## src/rtl/regfile_mp_if.sv

```systemverilog
// Bus between the pipeline (decode/issue/writeback) and the multi-port register file.
// The master modport belongs to the core side and the slave modport belongs to the register file.
interface regfile_mp_if #(
    parameter int XLEN = 32,
    parameter int NRD  = 2,
    parameter int AW   = 5
);
    logic                ready;
    logic [NRD*AW-1:0]   rs_addr;
    logic [NRD*XLEN-1:0] rs_data;
    logic [NRD-1:0]      rs_busy;
    logic                we0;
    logic [AW-1:0]       wa0;
    logic [XLEN-1:0]     wd0;
    logic                we1;
    logic [AW-1:0]       wa1;
    logic [XLEN-1:0]     wd1;
    logic                iss_v;
    logic [AW-1:0]       iss_rd;
    logic [XLEN-1:0]     ret_val;

    modport master (
        input  ready, rs_data, rs_busy, ret_val,
        output rs_addr, we0, wa0, wd0, we1, wa1, wd1, iss_v, iss_rd
    );

    modport slave (
        output ready, rs_data, rs_busy, ret_val,
        input  rs_addr, we0, wa0, wd0, we1, wa1, wd1, iss_v, iss_rd
    );
endinterface

```

## src/rtl/regfile_mp.sv

```systemverilog
// Multi-port integer register file: NRD bypassed read ports, ALU/LSU write ports,
// a pending-write scoreboard, and a post-reset sweep that zeroes one register per cycle.
module regfile_mp #(
    parameter int XLEN     = 32,
    parameter int NREG     = 32,
    parameter int NRD      = 2,
    parameter int ZERO_REG = 1,
    parameter int RET_IDX  = 10
) (
    input  logic        CLK,
    input  logic        RST_X,
    regfile_mp_if.slave bus
);
    localparam int AW = $clog2(NREG);
    localparam logic [AW-1:0] LAST_IDX = AW'(NREG - 1);
    localparam logic [AW-1:0] RET_AW   = AW'(RET_IDX);

    typedef enum logic {ST_INIT, ST_READY} state_t;

    state_t          state;
    logic [AW-1:0]   sweep_cnt;
    logic [XLEN-1:0] mem [NREG];
    logic [NREG-1:0] pending;
    logic [NREG-1:0] pending_nxt;

    logic active;
    logic wr0;
    logic wr1;
    logic iss;

    // Index 0 is dropped here so no downstream logic has to special-case it.
    always_comb begin
        active = (state == ST_READY) && !RST_X;
        wr0    = active && bus.we0 && !(ZERO_REG != 0 && bus.wa0 == '0);
        wr1    = active && bus.we1 && !(ZERO_REG != 0 && bus.wa1 == '0);
        iss    = active && bus.iss_v && !(ZERO_REG != 0 && bus.iss_rd == '0);
    end

    function automatic logic write_hit(
        input logic [AW-1:0] a,
        input logic w0, input logic [AW-1:0] a0,
        input logic w1, input logic [AW-1:0] a1
    );
        return (w0 && a0 == a) || (w1 && a1 == a);
    endfunction

    function automatic logic [XLEN-1:0] read_bypass(
        input logic [AW-1:0]   a,
        input logic            act,
        input logic [XLEN-1:0] stored,
        input logic w0, input logic [AW-1:0] a0, input logic [XLEN-1:0] d0,
        input logic w1, input logic [AW-1:0] a1, input logic [XLEN-1:0] d1
    );
        if (!act || (ZERO_REG != 0 && a == '0)) return '0;
        if (w1 && a1 == a) return d1;
        if (w0 && a0 == a) return d0;
        return stored;
    endfunction

    always_ff @(posedge CLK or posedge RST_X) begin
        if (RST_X) begin
            state     <= ST_INIT;
            sweep_cnt <= '0;
        end else begin
            case (state)
                ST_INIT: begin
                    sweep_cnt <= sweep_cnt + 1'b1;
                    if (sweep_cnt == LAST_IDX) state <= ST_READY;
                end
                ST_READY: state <= ST_READY;
                default:  state <= ST_INIT;
            endcase
        end
    end

    // NOTE: the storage array has no reset term; the INIT sweep clears it one entry per
    // cycle, which keeps it mappable to RAM and off the async-reset tree.
    always_ff @(posedge CLK) begin
        if (!RST_X) begin
            if (state == ST_INIT) begin
                mem[sweep_cnt] <= '0;
            end else begin
                if (wr0) mem[bus.wa0] <= bus.wd0;
                // NOTE: the later non-blocking assignment wins, giving LSU priority on a shared address.
                if (wr1) mem[bus.wa1] <= bus.wd1;
            end
        end
    end

    // A same-cycle issue overrides a writeback clear: the issue is the newer producer.
    always_comb begin
        pending_nxt = pending;
        for (int i = 0; i < NREG; i++) begin
            if (iss && bus.iss_rd == AW'(i))
                pending_nxt[i] = 1'b1;
            else if (write_hit(AW'(i), wr0, bus.wa0, wr1, bus.wa1))
                pending_nxt[i] = 1'b0;
        end
    end

    always_ff @(posedge CLK or posedge RST_X) begin
        if (RST_X) pending <= '0;
        else       pending <= pending_nxt;
    end

    always_comb begin
        bus.rs_data = '0;
        bus.rs_busy = '0;
        for (int i = 0; i < NRD; i++) begin
            bus.rs_data[i*XLEN +: XLEN] = read_bypass(
                bus.rs_addr[i*AW +: AW], active, mem[bus.rs_addr[i*AW +: AW]],
                wr0, bus.wa0, bus.wd0, wr1, bus.wa1, bus.wd1);
            bus.rs_busy[i] = active && pending[bus.rs_addr[i*AW +: AW]] &&
                !write_hit(bus.rs_addr[i*AW +: AW], wr0, bus.wa0, wr1, bus.wa1);
        end
    end

    always_comb begin
        bus.ready   = (state == ST_READY) && !RST_X;
        bus.ret_val = read_bypass(RET_AW, active, mem[RET_AW],
                                  wr0, bus.wa0, bus.wd0, wr1, bus.wa1, bus.wd1);
    end
endmodule

```

## src/flat_wrapper.sv

```systemverilog
// flat-port wrapper written by rule: the top's interface ports become plain ports
module regfile_mp_flat 
#(
    parameter int XLEN     = 32,
    parameter int NREG     = 32,
    parameter int NRD      = 2,
    parameter int ZERO_REG = 1,
    parameter int RET_IDX  = 10
)
  (CLK, RST_X, bus_ready, bus_rs_data, bus_rs_busy, bus_ret_val, bus_rs_addr, bus_we0, bus_wa0, bus_wd0, bus_we1, bus_wa1, bus_wd1, bus_iss_v, bus_iss_rd);
  regfile_mp_if #(.XLEN(XLEN), .NRD(NRD), .AW((5))) bus_i ();
  input  logic CLK;
  input  logic RST_X;
  output wire logic [$bits(bus_i.ready)-1:0] bus_ready;
  output wire logic [$bits(bus_i.rs_data)-1:0] bus_rs_data;
  output wire logic [$bits(bus_i.rs_busy)-1:0] bus_rs_busy;
  output wire logic [$bits(bus_i.ret_val)-1:0] bus_ret_val;
  input wire logic [$bits(bus_i.rs_addr)-1:0] bus_rs_addr;
  input wire logic [$bits(bus_i.we0)-1:0] bus_we0;
  input wire logic [$bits(bus_i.wa0)-1:0] bus_wa0;
  input wire logic [$bits(bus_i.wd0)-1:0] bus_wd0;
  input wire logic [$bits(bus_i.we1)-1:0] bus_we1;
  input wire logic [$bits(bus_i.wa1)-1:0] bus_wa1;
  input wire logic [$bits(bus_i.wd1)-1:0] bus_wd1;
  input wire logic [$bits(bus_i.iss_v)-1:0] bus_iss_v;
  input wire logic [$bits(bus_i.iss_rd)-1:0] bus_iss_rd;
  assign bus_ready = bus_i.ready;
  assign bus_rs_data = bus_i.rs_data;
  assign bus_rs_busy = bus_i.rs_busy;
  assign bus_ret_val = bus_i.ret_val;
  assign bus_i.rs_addr = bus_rs_addr;
  assign bus_i.we0 = bus_we0;
  assign bus_i.wa0 = bus_wa0;
  assign bus_i.wd0 = bus_wd0;
  assign bus_i.we1 = bus_we1;
  assign bus_i.wa1 = bus_wa1;
  assign bus_i.wd1 = bus_wd1;
  assign bus_i.iss_v = bus_iss_v;
  assign bus_i.iss_rd = bus_iss_rd;
  regfile_mp #(.XLEN(XLEN), .NREG(NREG), .NRD(NRD), .ZERO_REG(ZERO_REG), .RET_IDX(RET_IDX)) u_core (.CLK(CLK), .RST_X(RST_X), .bus(bus_i));
endmodule
```

## config.mk

```make
export PLATFORM = sky130hd
export DESIGN_NAME = regfile_mp_flat
export DESIGN_NICKNAME = d
export VERILOG_FILES = /design/src/rtl/regfile_mp_if.sv /design/src/rtl/regfile_mp.sv /design/src/flat_wrapper.sv
export SDC_FILE = /design/constraint.sdc
export NUM_CORES = 2
export LEC_CHECK = 0
export CAP_MARGIN = 10
export CORE_MARGIN = 1.5
export CORE_UTILIZATION = 50
export CTS_BUF_LIST = sky130_fd_sc_hd__clkbuf_4
export DETAILED_ROUTE_END_ITERATION = 6
export PLACE_DENSITY = 0.67
export SLEW_MARGIN = 5
export SYNTH_ARGS = -nofsm -noshare
export SYNTH_HDL_FRONTEND = slang
export SYNTH_SLANG_ARGS = --single-unit
```

## constraint.sdc

```tcl
create_clock -name CLK -period 11.27 [get_ports CLK]
set_input_delay 1.6905 -clock CLK [delete_from_list [all_inputs] [get_ports CLK]]
set_output_delay 1.6905 -clock CLK [all_outputs]
set_load 0.005 [all_outputs]
```

==> flow_summary_export.csv <==
group,metric,value,unit
pwr,p_seq_frac,0.491,
logic_synthesis,synth.cell_area,0.0624,mm^2
detailed_routing,final_antenna_net_count,0,
global_routing,grt_pass1_vias,49348,
logic_synthesis,ranking_of_synthesized_cells_by_area,"sky130_fd_sc_hd__edfxtp_1 49%, sky130_fd_sc_hd__mux4_2 17%, sky130_fd_sc_hd__o21ai_0 8.7%",
worst_setup_path,worst_r2r_path_depth,8,
worst_setup_path,worst-setup-path-type,"input port to output pin",
logic_synthesis,netlist_instances,5516,
logic_synthesis,ys_async_sr_fraction,0.0358,
die,floorplan.die_area,0.127,mm^2
sta,worst_slew_margin_rel,0.127,
logic_synthesis,post_synth_most_frequent_cells,"1213 x sky130_fd_sc_hd__nand2_1, 1085 x sky130_fd_sc_hd__o21ai_0, 1024 x sky130_fd_sc_hd__edfxtp_1",
global_routing,globalRouteTotalUtil,0.394,
placement,gp_routability_congestion,0.932,
sta,final.setup.tns,0,ns
logic_synthesis,synth-adder-area-share,0.000401,
sta,timing_hold_violations_final,0,
final_layout,post_route_cells_drive_above_1_share,0.216,
detailed_routing,number_of_vias_per_cell_after_detailed_routing,7.12,
cts,clk_pin_slew_worst_paths,0.07,ns
logic_synthesis,syn_nets,5612,
logic_synthesis,avgSynthCellArea,11.3,um^2
die,dieWidth,356,um
cts,cts_hold_buf,0,
sta,min_period,8.53,ns
sta,setup_viol_count_final,0,
run,max-cap-violations,0,
cts,cts_root_buffer,"sky130_fd_sc_hd__clkbuf_4",
worst_setup_path,cp.depth,11,
global_routing,grt_max_degree,90,
pwr,p_clk_frac,0.400,
die,core,0.124,mm^2
logic_synthesis,synth_seq_cells,1062,
die,initial_core_util,0.504,
sta,rsz0062_at_grt,"false",
pwr,vdd.ir_drop.worst,0.0000938,V
logic_synthesis,synth_seq_area_share,0.508,
sta,drv_slew,0,
cts,cts.repair.resized,0,
cts,cts_inserted_buffers,296,
logic_synthesis,synth_warnings,0,
run_status,status,"complete, but fails checks",
worst_setup_path,list_of_cells_traversed_by_the_critical_path,"clkdlybuf4s50_1 -> nand2b_2 -> buf_4 -> a211oi_4 -> buf_4 -> nand4_1 -> buf_4 -> nand2b_2 -> o22ai_1 -> o21ai_0 -> clkdlybuf4s50_1",
final_layout,fillerInstances,10214,
logic_synthesis,main_combinational_cell_family_by_area_after_synthesis,"multiplexers",
logic_synthesis,synth_edf_count,1024,
sta,worst_pin_slew,1.31,ns
logic_synthesis,post_synth_num_cell_types,58,
global_routing,grtUsageMet2,0.586,
global_routing,grt_busiest_layer,"met2",
global_routing,globalRoute.totalOverflow,0,
worst_setup_path,cpMaxStageDelayCell,"sky130_fd_sc_hd__nand2b_2",
worst_hold_path,hold_path_depth,0,
final_layout,finish.net_count,5550,
worst_hold_path,min-delay-path-class,"flop to flop",
worst_setup_path,cpLargestDelayFamily,"buffers and inverters",
cts,tritoncts,"yes",
detailed_routing,drt_iter0_markers,9782,
logic_synthesis,synth.area.mux_share,0.201,
sta,holdWs,0.395,ns
global_routing,grt_antenna_before_repair,5,
pwr,pwr_density_cell,129,mW/mm^2
pwr,switching_share,0.264,
worst_setup_path,cp_common_cell,"sky130_fd_sc_hd__buf_4",
logic_synthesis,synth_top_flop_cell,"sky130_fd_sc_hd__edfxtp_1",
worst_setup_path,crit_buf_inv,5,
global_routing,globalRouteMet3Util,0.121,
logic_synthesis,yosys.area.top_type_share,0.493,
sta,fin_worst_skew,0.0640,ns
worst_setup_path,path_max_fanout,43,
worst_setup_path,worst_ep_arrival,6.84,ns
worst_setup_path,worst_ep_required_time,9.58,ns
logic_synthesis,synth_area_leader_cell,"sky130_fd_sc_hd__edfxtp_1",
detailed_routing,drc_errors,36,
placement,numPortBuffers,192,
detailed_routing,dr_total_vias,51932,
pwr,power.static_leakage,24.0,nW
cts,cts.sink_count,1062,
worst_setup_path,crit_path_max_incr_delay,0.89,ns
global_routing,use_met1,0.482,
logic_synthesis,post_synth_xor_area_fraction,0.00323,
die,die_y,356,um
final_layout,fin_util,0.557,
die,placementRows,129,
cts,cts.htree.levels,5,
cts,clk_latency,1.27,ns
logic_synthesis,post-synth-top-count-cell,"sky130_fd_sc_hd__nand2_1",
cts,cts_setup_buffers,0,
pwr,power.combinational.fraction,0.110,
worst_setup_path,critPathLaunchType,"input port",
final_layout,syn2layout_area_growth,10.5,%
cts,cts_max_path_buffers,4,
logic_synthesis,synthSimpleGateAreaFrac,0.0971,
detailed_routing,drt_pass1_iterations,7,
pwr,internal_power,6.52,mW
detailed_routing,avgRoutedWirePerCell,34.6,um
sta,final_cycle_utilization_of_the_critical_path,0.757,
die,boundaryPins,193,
placement,dp.final_hpwl,143000,um
run_status,failing_checks,"design-rule violations",
worst_setup_path,worst_setup_path_end_kind,"output pin",
logic_synthesis,synth-compound-area-share,0.140,
sta,clock.fmax,117,MHz
global_routing,grt_first_pass_wirelength,354000,um
detailed_routing,routed_wl,252000,um
pwr,p_sw,2.34,mW
## registers in the layout, indices dropped and copies added, names as in the netlist
register and count:
u_core.mem 1024, u_core.pending 32, u_core.sweep_cnt 5, u_core.state 1
## placed cells by master (no fill, tap or decap), types with 16 or more instances in the layout
| cell type | Yosys | final |
|---|---|---|
| sky130_fd_sc_hd__a311oi_1 | 42 | 42 |
| sky130_fd_sc_hd__a221o_1 | 32 | 32 |
| sky130_fd_sc_hd__nor2_4 | 0 | 20 |
| sky130_fd_sc_hd__nor3_1 | 29 | 25 |
| sky130_fd_sc_hd__mux2i_1 | 147 | 147 |
| sky130_fd_sc_hd__a21oi_1 | 42 | 42 |
| sky130_fd_sc_hd__inv_1 | 38 | 38 |
| sky130_fd_sc_hd__mux2_2 | 32 | 32 |
| sky130_fd_sc_hd__o22ai_1 | 133 | 121 |
| sky130_fd_sc_hd__a211oi_1 | 29 | 29 |
| sky130_fd_sc_hd__nor2b_1 | 24 | 16 |
| sky130_fd_sc_hd__mux4_2 | 476 | 476 |
| sky130_fd_sc_hd__dfrtp_1 | 38 | 38 |
| sky130_fd_sc_hd__o21ai_0 | 1085 | 1070 |
| sky130_fd_sc_hd__nand3_1 | 36 | 36 |
| sky130_fd_sc_hd__clkbuf_4 | 0 | 435 |
| sky130_fd_sc_hd__buf_4 | 19 | 149 |
| sky130_fd_sc_hd__clkdlybuf4s50_1 | 0 | 182 |
| sky130_fd_sc_hd__a22oi_1 | 102 | 102 |
| sky130_fd_sc_hd__o221ai_1 | 18 | 18 |
| sky130_fd_sc_hd__edfxtp_1 | 1024 | 1024 |
| sky130_fd_sc_hd__nor2_1 | 108 | 87 |
| sky130_fd_sc_hd__clkinv_1 | 0 | 43 |
| sky130_fd_sc_hd__nand2b_1 | 33 | 29 |
| sky130_fd_sc_hd__nand2_1 | 1213 | 1210 |
## kinds of logic after synthesis
family,Yosys count
buffers and inverters,740
xor gates and xnor gates,23
DFF,1062
muxes,655
and+or+nand+nor,1496
AOI/OAI and AO/OA,1538
adders and majority gates,2
## metal layers
metal / share of wire / routed length, um
met5: 0 / 0
met4: 0.088 / 22200
met3: 0.15 / 38600
met2: 0.44 / 111000
met1: 0.32 / 80600
## worst paths after layout
| kind | startpoint | end | slack (ns) |
|---|---|---|---|
| max | RST_X | bus_rs_data[1] | 2.74 |
| min | u_core.pending[0] | u_core.pending[0] | 0.40 |
| max reg2reg | u_core.state | u_core.mem[8][6] | 6.13 |
| min reg2reg | u_core.pending[0] | u_core.pending[0] | 0.40 |
| max in group asynchronous | RST_X | u_core.pending[16] | 9.87 |
| min in group asynchronous | RST_X | u_core.pending[14] | 1.01 |
## stage by stage
stage               cell area, um^2  std cells  total power [mW]  worst slack [ns]
floorplan                     62400       5516              5.00              5.26
CTS                           68900       7284              8.81              3.05
global placement              65300       6792              5.35              3.13
detailed placement            65300       6792              5.36              3.05
finish                        68900       7291              8.86              2.74
global route                  68900       7287              9.07              2.82
## area by class of cell
type	instances	area (um^2)	area share
clock inverters	57	322	0.00467
well taps	1637	2050	0.0297
flip-flops and latches	1062	31700	0.460
inverters	39	146	0.00212
multi-input cells	3714	28300	0.411
clock buffers	435	3270	0.0474
diodes	6	15.0	0.000218
repair buffers	341	3080	0.0447
## power by group through the flow
stage               registers (mW)  logic, mW  clock network (mW)
global route                  4.34      0.996                3.73
global placement              4.43      0.923                   0
finish                        4.35      0.970                3.54
floorplan                     4.43      0.569                   0
CTS                           4.34      0.934                3.53
detailed placement            4.43      0.933                   0
No activity file was read; power rests on OpenSTA's default activity.
